<file path="src/rtl/hilo_muldiv.sv">
// hilo_muldiv: HI/LO register pair with iterative unsigned MULTU/DIVU
// (one bit per cycle) and single-cycle MTHI/MTLO writes.
module hilo_muldiv #(
    parameter int WIDTH = 32
) (
    input  logic             clk,
    input  logic             reset,
    input  logic             start,
    input  logic [1:0]       op,
    input  logic [WIDTH-1:0] SrcA,
    input  logic [WIDTH-1:0] SrcB,
    output logic [WIDTH-1:0] HI,
    output logic [WIDTH-1:0] LO,
    output logic             busy,
    output logic             done
);

    typedef enum logic [1:0] {
        S_IDLE,
        S_MUL,
        S_DIV
    } state_t;

    localparam logic [1:0] OP_MULTU = 2'b00;
    localparam logic [1:0] OP_DIVU  = 2'b01;
    localparam logic [1:0] OP_MTHI  = 2'b10;
    localparam logic [1:0] OP_MTLO  = 2'b11;

    state_t             state_q;
    logic [5:0]         cnt_q;
    // MUL: {partial product, remaining multiplier bits}
    // DIV: {partial remainder, dividend/quotient bits}
    logic [2*WIDTH-1:0] acc_q;
    // Multiplicand for MUL, divisor for DIV
    logic [WIDTH-1:0]   opnd_q;
    logic [WIDTH-1:0]   hi_q;
    logic [WIDTH-1:0]   lo_q;
    logic               busy_q;
    logic               done_q;

    logic [WIDTH:0]     mul_sum_d;
    logic [2*WIDTH-1:0] mul_acc_d;
    logic [WIDTH:0]     div_sh_d;
    logic [WIDTH:0]     div_diff_d;
    logic [2*WIDTH-1:0] div_acc_d;
    logic               last_d;

    // One shift-add / restoring-subtract step on the current accumulator
    always_comb begin
        mul_sum_d  = {1'b0, acc_q[2*WIDTH-1:WIDTH]}
                   + (acc_q[0] ? {1'b0, opnd_q} : '0);
        mul_acc_d  = {mul_sum_d, acc_q[WIDTH-1:1]};
        div_sh_d   = {acc_q[2*WIDTH-1:WIDTH], acc_q[WIDTH-1]};
        div_diff_d = div_sh_d - {1'b0, opnd_q};
        if (div_diff_d[WIDTH]) begin
            div_acc_d = {div_sh_d[WIDTH-1:0], acc_q[WIDTH-2:0], 1'b0};
        end else begin
            div_acc_d = {div_diff_d[WIDTH-1:0], acc_q[WIDTH-2:0], 1'b1};
        end
        last_d = (cnt_q == 6'(WIDTH - 1));
    end

    // Control FSM, iteration datapath and HI/LO commit
    always_ff @(posedge clk) begin
        if (reset) begin
            state_q <= S_IDLE;
            cnt_q   <= '0;
            acc_q   <= '0;
            opnd_q  <= '0;
            hi_q    <= '0;
            lo_q    <= '0;
            busy_q  <= 1'b0;
            done_q  <= 1'b0;
        end else begin
            done_q <= 1'b0;
            unique case (state_q)
                S_IDLE: begin
                    if (start) begin
                        unique case (op)
                            OP_MULTU: begin
                                opnd_q  <= SrcA;
                                acc_q   <= {{WIDTH{1'b0}}, SrcB};
                                cnt_q   <= '0;
                                busy_q  <= 1'b1;
                                state_q <= S_MUL;
                            end
                            OP_DIVU: begin
                                opnd_q  <= SrcB;
                                acc_q   <= {{WIDTH{1'b0}}, SrcA};
                                cnt_q   <= '0;
                                busy_q  <= 1'b1;
                                state_q <= S_DIV;
                            end
                            OP_MTHI: hi_q <= SrcA;
                            OP_MTLO: lo_q <= SrcA;
                        endcase
                    end
                end
                S_MUL: begin
                    acc_q <= mul_acc_d;
                    cnt_q <= cnt_q + 6'd1;
                    if (last_d) begin
                        hi_q    <= mul_acc_d[2*WIDTH-1:WIDTH];
                        lo_q    <= mul_acc_d[WIDTH-1:0];
                        cnt_q   <= '0;
                        done_q  <= 1'b1;
                        busy_q  <= 1'b0;
                        state_q <= S_IDLE;
                    end
                end
                S_DIV: begin
                    acc_q <= div_acc_d;
                    cnt_q <= cnt_q + 6'd1;
                    if (last_d) begin
                        hi_q    <= div_acc_d[2*WIDTH-1:WIDTH];
                        lo_q    <= div_acc_d[WIDTH-1:0];
                        cnt_q   <= '0;
                        done_q  <= 1'b1;
                        busy_q  <= 1'b0;
                        state_q <= S_IDLE;
                    end
                end
                default: begin
                    busy_q  <= 1'b0;
                    state_q <= S_IDLE;
                end
            endcase
        end
    end

    assign HI   = hi_q;
    assign LO   = lo_q;
    assign busy = busy_q;
    assign done = done_q;

endmodule

</file>
<file path="config.mk">
export PLATFORM = sky130hd
export DESIGN_NAME = hilo_muldiv
export DESIGN_NICKNAME = d
export VERILOG_FILES = /design/src/rtl/hilo_muldiv.sv
export SDC_FILE = /design/constraint.sdc
export NUM_CORES = 1
export LEC_CHECK = 0
export CAP_MARGIN = 10
export CORE_UTILIZATION = 36
export DETAILED_ROUTE_END_ITERATION = 10
export GPL_TIMING_DRIVEN = 0
export PLACE_DENSITY_LB_ADDON = 0.3
export SYNTH_ARGS = -nofsm -noshare
export SYNTH_HDL_FRONTEND = slang
export SYNTH_SLANG_ARGS = --single-unit
export TNS_END_PERCENT = 30
</file>
<file path="constraint.sdc">
create_clock -name clk -period 3.7 [get_ports clk]
set_input_delay 0.37 -clock clk [delete_from_list [all_inputs] [get_ports clk]]
set_output_delay 0.37 -clock clk [all_outputs]
set_load 0.02 [all_outputs]
</file>
==> results.txt, run 1 <==
- The worst setup path is captured at a flop.
- Hold repair after CTS inserted 0 buffers.
- In this run, synthesis inferred 0 flip-flops with an integrated enable.
- Synth unique cells: 76
* Net Count, Synth: 1628
- Initial core utilization: 36.6%
- The detailed router placed 12476 vias in this run.
- For this run, the leading register cell type out of synthesis is dfxtp_1.
- Detailed-placement wirelength estimate: 36100 µm
* Clock latency of the later-clocked register in the worst-skew pair: 0.45 ns
- In this run the standard cell core region covers 32500 µm².
- The largest total area in the synthesized netlist belongs to dfxtp_1.
* Slowest stage cell, crit path: a2111o_1
- Across all register-to-register paths, the minimum setup slack is 0.05 ns.
- In this run, synthesis produced a sequential element count of 170.
- Hold is met by 0.456 ns.
* Overall routed net length: 45800 µm
* Leading cell types in the layout, fill and taps excluded: dfxtp_1, a21oi_1, nand2_1, clkdlybuf4s50_1, nor2_1
* Clock sink total: 170
* Data required time of the worst path: 4.01 ns
- The die covers 33800 µm².
- In the final layout, flip-flops and latches occupy 3410 µm².
* Design area: 14600 µm²
* Internal power: 3.88 mW
* Average vias per placed instance: 5.94
* Destination of the worst register-to-register timing path: acc_q[37]
- Sequential element share of the synthesized area: 28.6%
- For hold timing, the worst endpoint is LO[28].
- Origin of the worst min-delay path: LO[28]
* Synthesized area: 11900 µm²
- Global-route usage over all layers: 26.9%
- Peak supply drop: 0.333 mV
- In this run the worst hold path is classified as reg2reg.
- The critical path goes through inv_2, ha_2, inv_1, fa_2, a211oi_4, o2111ai_2, a2111o_1, nand2_2, a21oi_4, xor2_4, buf_12, buf_12, mux2_2, a22oi_1, o21ai_0.
- Along the worst path, the maximum fanout reaches 6.
- The via count of the first global-routing pass was 11717.
- The floorplan has 66 rows.
- 1st-iter DRT viols: 1145
- Of the total power, combinational logic draws 31.9%.
- Power share of the clock group: 32.5%
- Arrival time reported for the critical path endpoint: 3.95 ns
- Max Fclk: 274 MHz
- TritonCTS built the clock tree.
- Worst-path clk slew: 0.07 ns
* Wire length per cell: 21.8 µm
* Setup repair after global routing missed its margin: yes
- The first TritonRoute pass finished after 6 iterations.
- Clock skew: 0.00992 ns
- The critical path in this run is classified as reg2reg.
- Critical path's largest stage delay: 0.45 ns
- In the finished design, the share of the clock period the worst path needs comes to 98.6%.
- The first global-routing pass estimated 68900 µm of wire.
- Mean instance size in the synthesized netlist: 8.00 µm²
- Setup crit start kind: flop
* Max H-tree Level: 4
* Depth of the worst hold-timing path: 2
* Pwr per Cell Area: 406 nW/µm²
* Actual transition at the worst max-transition pin: 1.03 ns
* Max-Slew Margin vs Limit: 31.0%
- The root buffer cell chosen for the clock tree is clkbuf_16.
* Antenna Nets Post-Route: 0
* Clock buffer count from CTS: 17
* Most common library cell in the layout ignoring fill and taps: dfxtp_1
- In this run the power spent charging and discharging nets is 2.06 mW.
* Final number of hold-violating endpoints: 0
- Port bufs: 133
- Top cells by area, synth: dfxtp_1, ha_1, a21oi_1, nand2_1, o211ai_1
- # fillers: 3308
* Antenna violations before repair: 0
- Die Width: 184 µm
- Most numerous cell on the critical path: buf_12
- Summed over all cells, the static leakage comes to 5.47 nW.
- Number of max-cap violations: 0
- Core Util, Final: 44.9%
- The flow ran to the end, and the final reports show no timing, DRC or antenna violations.
- Setup violations remaining at the end of the flow were counted as 0.
- Pin count of the biggest net entering global routing: 17
- Multi-input logic area: 7990 µm²
- Gr ovfl total: 0
- For this run, design rule violations remaining after detail routing come to 0.
- The worst path in the final design needs a cycle of 3.65 ns, including I/O delays and setup.
* Pins Over Slew Limit: 0
- Maximum root-to-sink buffer count: 2
- Synth top area share: 28.6%
- Count of boundary I/O pins: 135
* R2R cell count: 15
- Of the total power, the share spent switching nets is 34.7%.
* Count of nets after finishing: 1786
* Delay-heaviest family, CP: compound AO/OA/AOI/OAI gates
- Layout overhead on the synthesized area: 22.7%
- Post-synthesis instance total: 1488
* Synthesis Warnings: 0
* Number of antenna diodes: 0
- The congestion estimate from routability-driven global placement came to 0.991.
- Chip height: 184 µm
- Summing all placed instances gives a cell area of 13800 µm².
* Buf+Inv Stages, Crit Path: 4
- Post-synthesis async set-or-reset flop share: 0%
- Cells with a size suffix above 1 make up 7.79% of the layout.
- Sequential cells burn 35.6% of the power.
- Critical R2R Launch: acc_q[31]
==> cell families after synthesis <==
family                     synth area share (%)
xor gates and xnor gates                   3.61
DFF                                        28.6
muxes                                      7.25
buffers and inverters                      5.31
AOI/OAI and AO/OA                          31.3
and+or+nand+nor                            16.3
adders and majority gates                  7.59
==> power by group through the flow <==
stage | clock (mW) | sequential, mW | combinational, mW
final | 1.93 | 2.11 | 1.90
after global routing | 2.02 | 2.12 | 2.02
after CTS | 1.94 | 2.11 | 1.85
after detailed placement | 0 | 2.14 | 1.77
after global placement | 0 | 2.15 | 1.76
after floorplan | 0 | 2.16 | 1.10
==> cell usage after synthesis (all sizes together), types with 17 or more instances <==
| cell | number |
|---|---|
| nand3 | 17 |
| a211oi | 49 |
| inv | 58 |
| mux2 | 39 |
| a21oi | 161 |
| mux2i | 42 |
| nand2 | 144 |
| buf | 18 |
| nor2 | 103 |
| xnor2 | 28 |
| clkbuf | 84 |
| a21o | 29 |
| xor2 | 19 |
| dfxtp | 170 |
| o211ai | 67 |
| o21ai | 86 |
| a221o | 34 |
| nor3 | 17 |
| a31oi | 22 |
| and2 | 39 |
| ha | 69 |
==> final cells by class <==
cell class                 instances  area share, %
clock inverter                    11           1.18
tap                              442           3.79
inverter                          60           1.54
clock buffer                      19           2.96
buffer                           102           2.88
sequential                       170           23.3
timing repair buffer             139           9.59
multi-input combinational       1156           54.7
==> repair_timing <==
action | CTS | global route
setup endpoints to repair | 65 | 36
pin swaps | 5 | 5
gates resized for setup | 23 | 12
setup buffers | 5 | 1
==> registers in the layout (all words and copies together), names as in the netlist <==
register	flops
done	1
opnd_q	32
state_q	2
LO	32
HI	32
acc_q	64
busy	1
cnt_q	6
==> worst max path at each step <==
stage	cells past startpoint	endpoint	from	slack, ns
after floorplan	13	HI[0]	acc_q[31]	0.44
after detailed placement	14	HI[29]	acc_q[0]	-0.80
after CTS	15	HI[0]	acc_q[31]	0.001
final	15	acc_q[37]	acc_q[31]	0.05
after global routing	15	HI[0]	acc_q[31]	-0.05
after global placement	14	acc_q[61]	acc_q[0]	-0.77
==> through the flow <==
stage                     cells  power, mW  setup TNS, ns  setup WS [ns]
after floorplan            1488       3.26              0          0.442
after global routing       2099       6.16        -0.0881        -0.0475
after global placement     2063       3.91         -20.33         -0.771
after detailed placement   2063       3.91         -21.56         -0.796
after CTS                  2098       5.89              0        0.00124
final                      2099       5.94              0         0.0526
==> worst register-to-register path, stage by stage, from the launching register on <==
cell	delay, ns
dfxtp_1	0.34
inv_2	0.12
ha_2	0.23
inv_1	0.06
fa_2	0.39
a211oi_4	0.25
o2111ai_2	0.18
a2111o_1	0.45
nand2_2	0.10
a21oi_4	0.09
xor2_4	0.17
buf_12	0.15
buf_12	0.13
mux2_2	0.33
a22oi_1	0.37
o21ai_0	0.15
==> per-layer routing <==
| layer | global-route usage, % | share of wire, % | vias up |
|---|---|---|---|
| met2 | 42.8 | 44 | 603 |
| li1 | - | - | 5850 |
| met4 | 13.9 | 4.8 | 0 |
| met5 | 0 | 0 | - |
| met1 | 35.2 | 43 | 5918 |
| met3 | 4.00 | 8.0 | 105 |
Power figures use the tool's default switching activity.
==> run 2: changes to the inputs <==
==> constraint.sdc (replaced) <==
create_clock -name clk -period 3.4 [get_ports clk]
set_input_delay 0.34 -clock clk [delete_from_list [all_inputs] [get_ports clk]]
set_output_delay 0.34 -clock clk [all_outputs]
set_load 0.02 [all_outputs]
==> run 2 against run 1 <==
The run now ends with setup timing left. Worst hold slack gained 0.00069 ns. Cell count up 0.48%. Clock power increased by 9%. Power increased by 11%. Worst setup slack got worse by 0.062 ns. Sequential cell count is the same. Sequential share of layout area down 0.46 points. Largest cell class unchanged. Highest routed layer unchanged.
==> results.txt, run 2 (synthesis gave the netlist of run 1 again) <==
* Leading cell types in the layout, fill and taps excluded: dfxtp_1, a21oi_1, nand2_1, clkdlybuf4s50_1, nor2_1
- The total negative setup slack came to -0.0136 ns (-0.0136 ns).
* Initial core utilization: 36.6% (unchanged)
- In this run the clock root is driven by a clkbuf_16.
* Depth of the worst hold-timing path: 2 (unchanged)
* Detailed-placement wirelength estimate: 36100 µm (unchanged)
- Vias after detailed routing: 12568 (+0.74%)
- The final reports fail on setup timing.
- Layout overhead on the synthesized area: 25.4%
- The startpoint identified for the worst register-to-register timing path is acc_q[31].
* Pin count of the biggest net entering global routing: 17 (unchanged)
- Sort of element at the end of the critical path: flop
- R2R cell count: 16 (+1)
* Path type of the worst setup path: reg2reg
- The sum of routed wire length over all layers is 46000 µm (+0.43%).
* Min setup slack post-route: -0.00980 ns (-0.0624 ns)
- Average vias per placed instance: 5.96 (+0.26%)
- Actual transition at the worst max-transition pin: 0.990 ns (-0.0445 ns)
- Worst reg2reg setup slack: -0.01 ns (-0.06 ns)
- The cell area reported after detailed placement came to 13800 µm² (unchanged).
- The part of the total power dissipated in sequential elements came to 34.8% (-0.8 points).
* Destination of the worst register-to-register timing path: HI[11]
- The shortest period the worst path allows came to 3.41 ns (-0.238 ns).
* Number of global-route vias before repair: 11782 (+0.55%)
- The number of CTS-inserted buffers was 17 (unchanged).
* Clock sink total: 170 (unchanged)
- Data required time of the worst path: 3.76 ns (-0.25 ns)
- Maximum root-to-sink buffer count: 2 (unchanged)
- Fraction of final layout cells with drive strength greater than 1: 10.2% (+2.4 points)
* Timing startpoint of the critical path: acc_q[31]
- Antenna violations before repair: 0 (unchanged)
- Design area: 14900 µm² (+2.2%)
* Worst-path clk slew: 0.07 ns (about the same)
* Static leakage power: 5.57 nW (+1.9%)
- The residual antenna-violating net count after detailed routing was 0 (unchanged).
- The placer's final routability congestion estimate came to 0.991 (unchanged).
- The final cycle utilization of the critical path came to 100% (+1.7 points).
- The power share of the combinational group was 33.3% (+1.4 points).
- Count of boundary I/O pins: 135 (unchanged)
- The detailed-route DRC error count was 0 (unchanged).
- The area of combinational cells with multiple inputs was 8180 µm² (+2.4%).
* Register bank with the most flops: acc_q
- Number of cell rows: 66 (unchanged)
- First-pass GRT wire length: 69100 µm (+0.40%)
* Max Fclk: 293 MHz (+7.0%)
* Max H-tree Level: 4 (unchanged)
- The overflow left after global routing is 0 (unchanged).
- The final max-slew violation count was 0 (unchanged).
- Clock tree from TritonCTS: done
- The run finished, with violations left.
- The post-route worst hold slack is 0.456 ns (+0.000692 ns).
* FF/Latch Area: 3410 µm² (+0.18%)
- Internal power: 4.31 mW (+11%)
* Number of antenna diodes: 0 (unchanged)
- Clock skew: 0.0125 ns (+0.00259 ns)
- Die Footprint: 33800 µm² (unchanged)
- Area of the core: 32500 µm² (unchanged)
* Number of buffers added to fix hold violations after cts: 0 (unchanged)
- Port bufs: 133 (unchanged)
- 1st-iter DRT viols: 1117 (-2.4%)
- Final setup vio count: 2 (+2)
- In this run the worst hold path is classified as reg2reg.
- Count of nets after finishing: 1796 (+0.56%)
- The maximum VDD drop is 0.370 mV (+11%).
- Flip-flop count of the largest register, all copies and words added: 64 (unchanged)
- Following the worst setup path forward leads to its endpoint at HI[11].
- The filler cell count is 3278 (-0.91%).
- Number of max-cap violations: 0 (unchanged)
- Final number of hold-violating endpoints: 0 (unchanged)
* Die Width: 184 µm (unchanged)
- The data arrival time of the critical path was 3.77 ns (-0.18 ns).
- The net switching power is 2.30 mW (+12%).
- The total global routing track utilization came to 27.0% (+0.071 points).
- The first-pass iteration count of the detailed router was 7 (+1).
- The worst slew slack as a fraction of its limit was 34.0% (+3.0 points).
* Pwr per Cell Area: 443 nW/µm² (+9.0%)
- Chip height: 184 µm (unchanged)
- The switching part of the total came to 34.8% (+0.088 points).
- The portion of total power attributed to the clock network is 31.9% (-0.6 points).
* Most common library cell in the layout ignoring fill and taps: dfxtp_1
* Setup crit start kind: flop
- The insertion delay to the later sink of the worst-skew pair is 0.46 ns (about the same).
- Setup repair after global routing missed its margin: yes
* Maximum fanout along the worst path: 7 (+1)
- Wire length per cell: 21.8 µm (about the same)
[run 2: cell count changes in the layout (fill, tap and decap cells not counted), sizes merged]
cell    delta
buf       +12
clkbuf     -2
[run 2: layout make-up]
type	instances	area share [%]
Buffer	100	2.91
Clock buffer	19	2.90
Clock inverter	11	1.16
Inverter	60	1.54
Multi-Input combinational cell	1156	54.8
Sequential cell	170	22.9
Tap cell	442	3.70
Timing Repair Buffer	151	10.1
[run 2: worst min path at each step]
stage | slack (ns) | start | to
after detailed placement | 0.44 | LO[7] | LO[7]
final | 0.46 | LO[28] | LO[28]
after global placement | 0.44 | LO[14] | LO[14]
after global routing | 0.47 | LO[31] | LO[31]
after CTS | 0.46 | LO[28] | LO[28]
after floorplan | 0.45 | acc_q[31] | acc_q[31]
[run 2: what timing repair did]
action                     in CTS  in global routing
gates resized for setup        74                 29
buffers inserted               15                  7
pin swaps                      29                 23
cloned                          0                  0
setup endpoints to repair      66                 62
[run 2: stage by stage]
stage               setup WS, ns  util (%)  power [mW]  cells
finish                  -0.00980      45.9        6.61   2109
global route              -0.107      45.9        6.84   2109
CTS                      -0.0833      45.5        6.50   2106
detailed placement         -1.10      42.4        4.26   2063
global placement           -1.07      42.4        4.25   2063
floorplan                  0.142         -        3.55   1488
[run 2: power groups by stage]
stage          combinational [mW]  sequential (mW)  clock [mW]
2_1_floorplan                1.20             2.35           0
3_3_place_gp                 1.92             2.33           0
3_5_place_dp                 1.92             2.33           0
4_1_cts                      2.10             2.29        2.11
5_1_grt                      2.34             2.31        2.19
6_report                     2.20             2.30        2.11
[run 2: metal layers]
layer / global-route usage (%) / part of all wire [%] / up-vias
met5: 0 / 0 / -
met4: 14.7 / 4.7 / 0
met3: 3.57 / 7.8 / 117
met2: 42.4 / 44 / 642
met1: 35.6 / 43 / 5937
li1: - / - / 5872
[run 2: worst max-delay path, cell delays in order (launching register included)]
cell and delay, ns:
dfxtp_4 0.36, inv_6 0.08, ha_4 0.16, inv_2 0.04
fa_2 0.37, a211oi_4 0.28, o2111ai_2 0.18, a2111o_1 0.45
nand2_2 0.10, a21oi_4 0.09, xor2_4 0.17, buf_12 0.16
buf_12 0.14, buf_8 0.13, mux2i_4 0.19, nand2b_4 0.15
a311oi_1 0.26
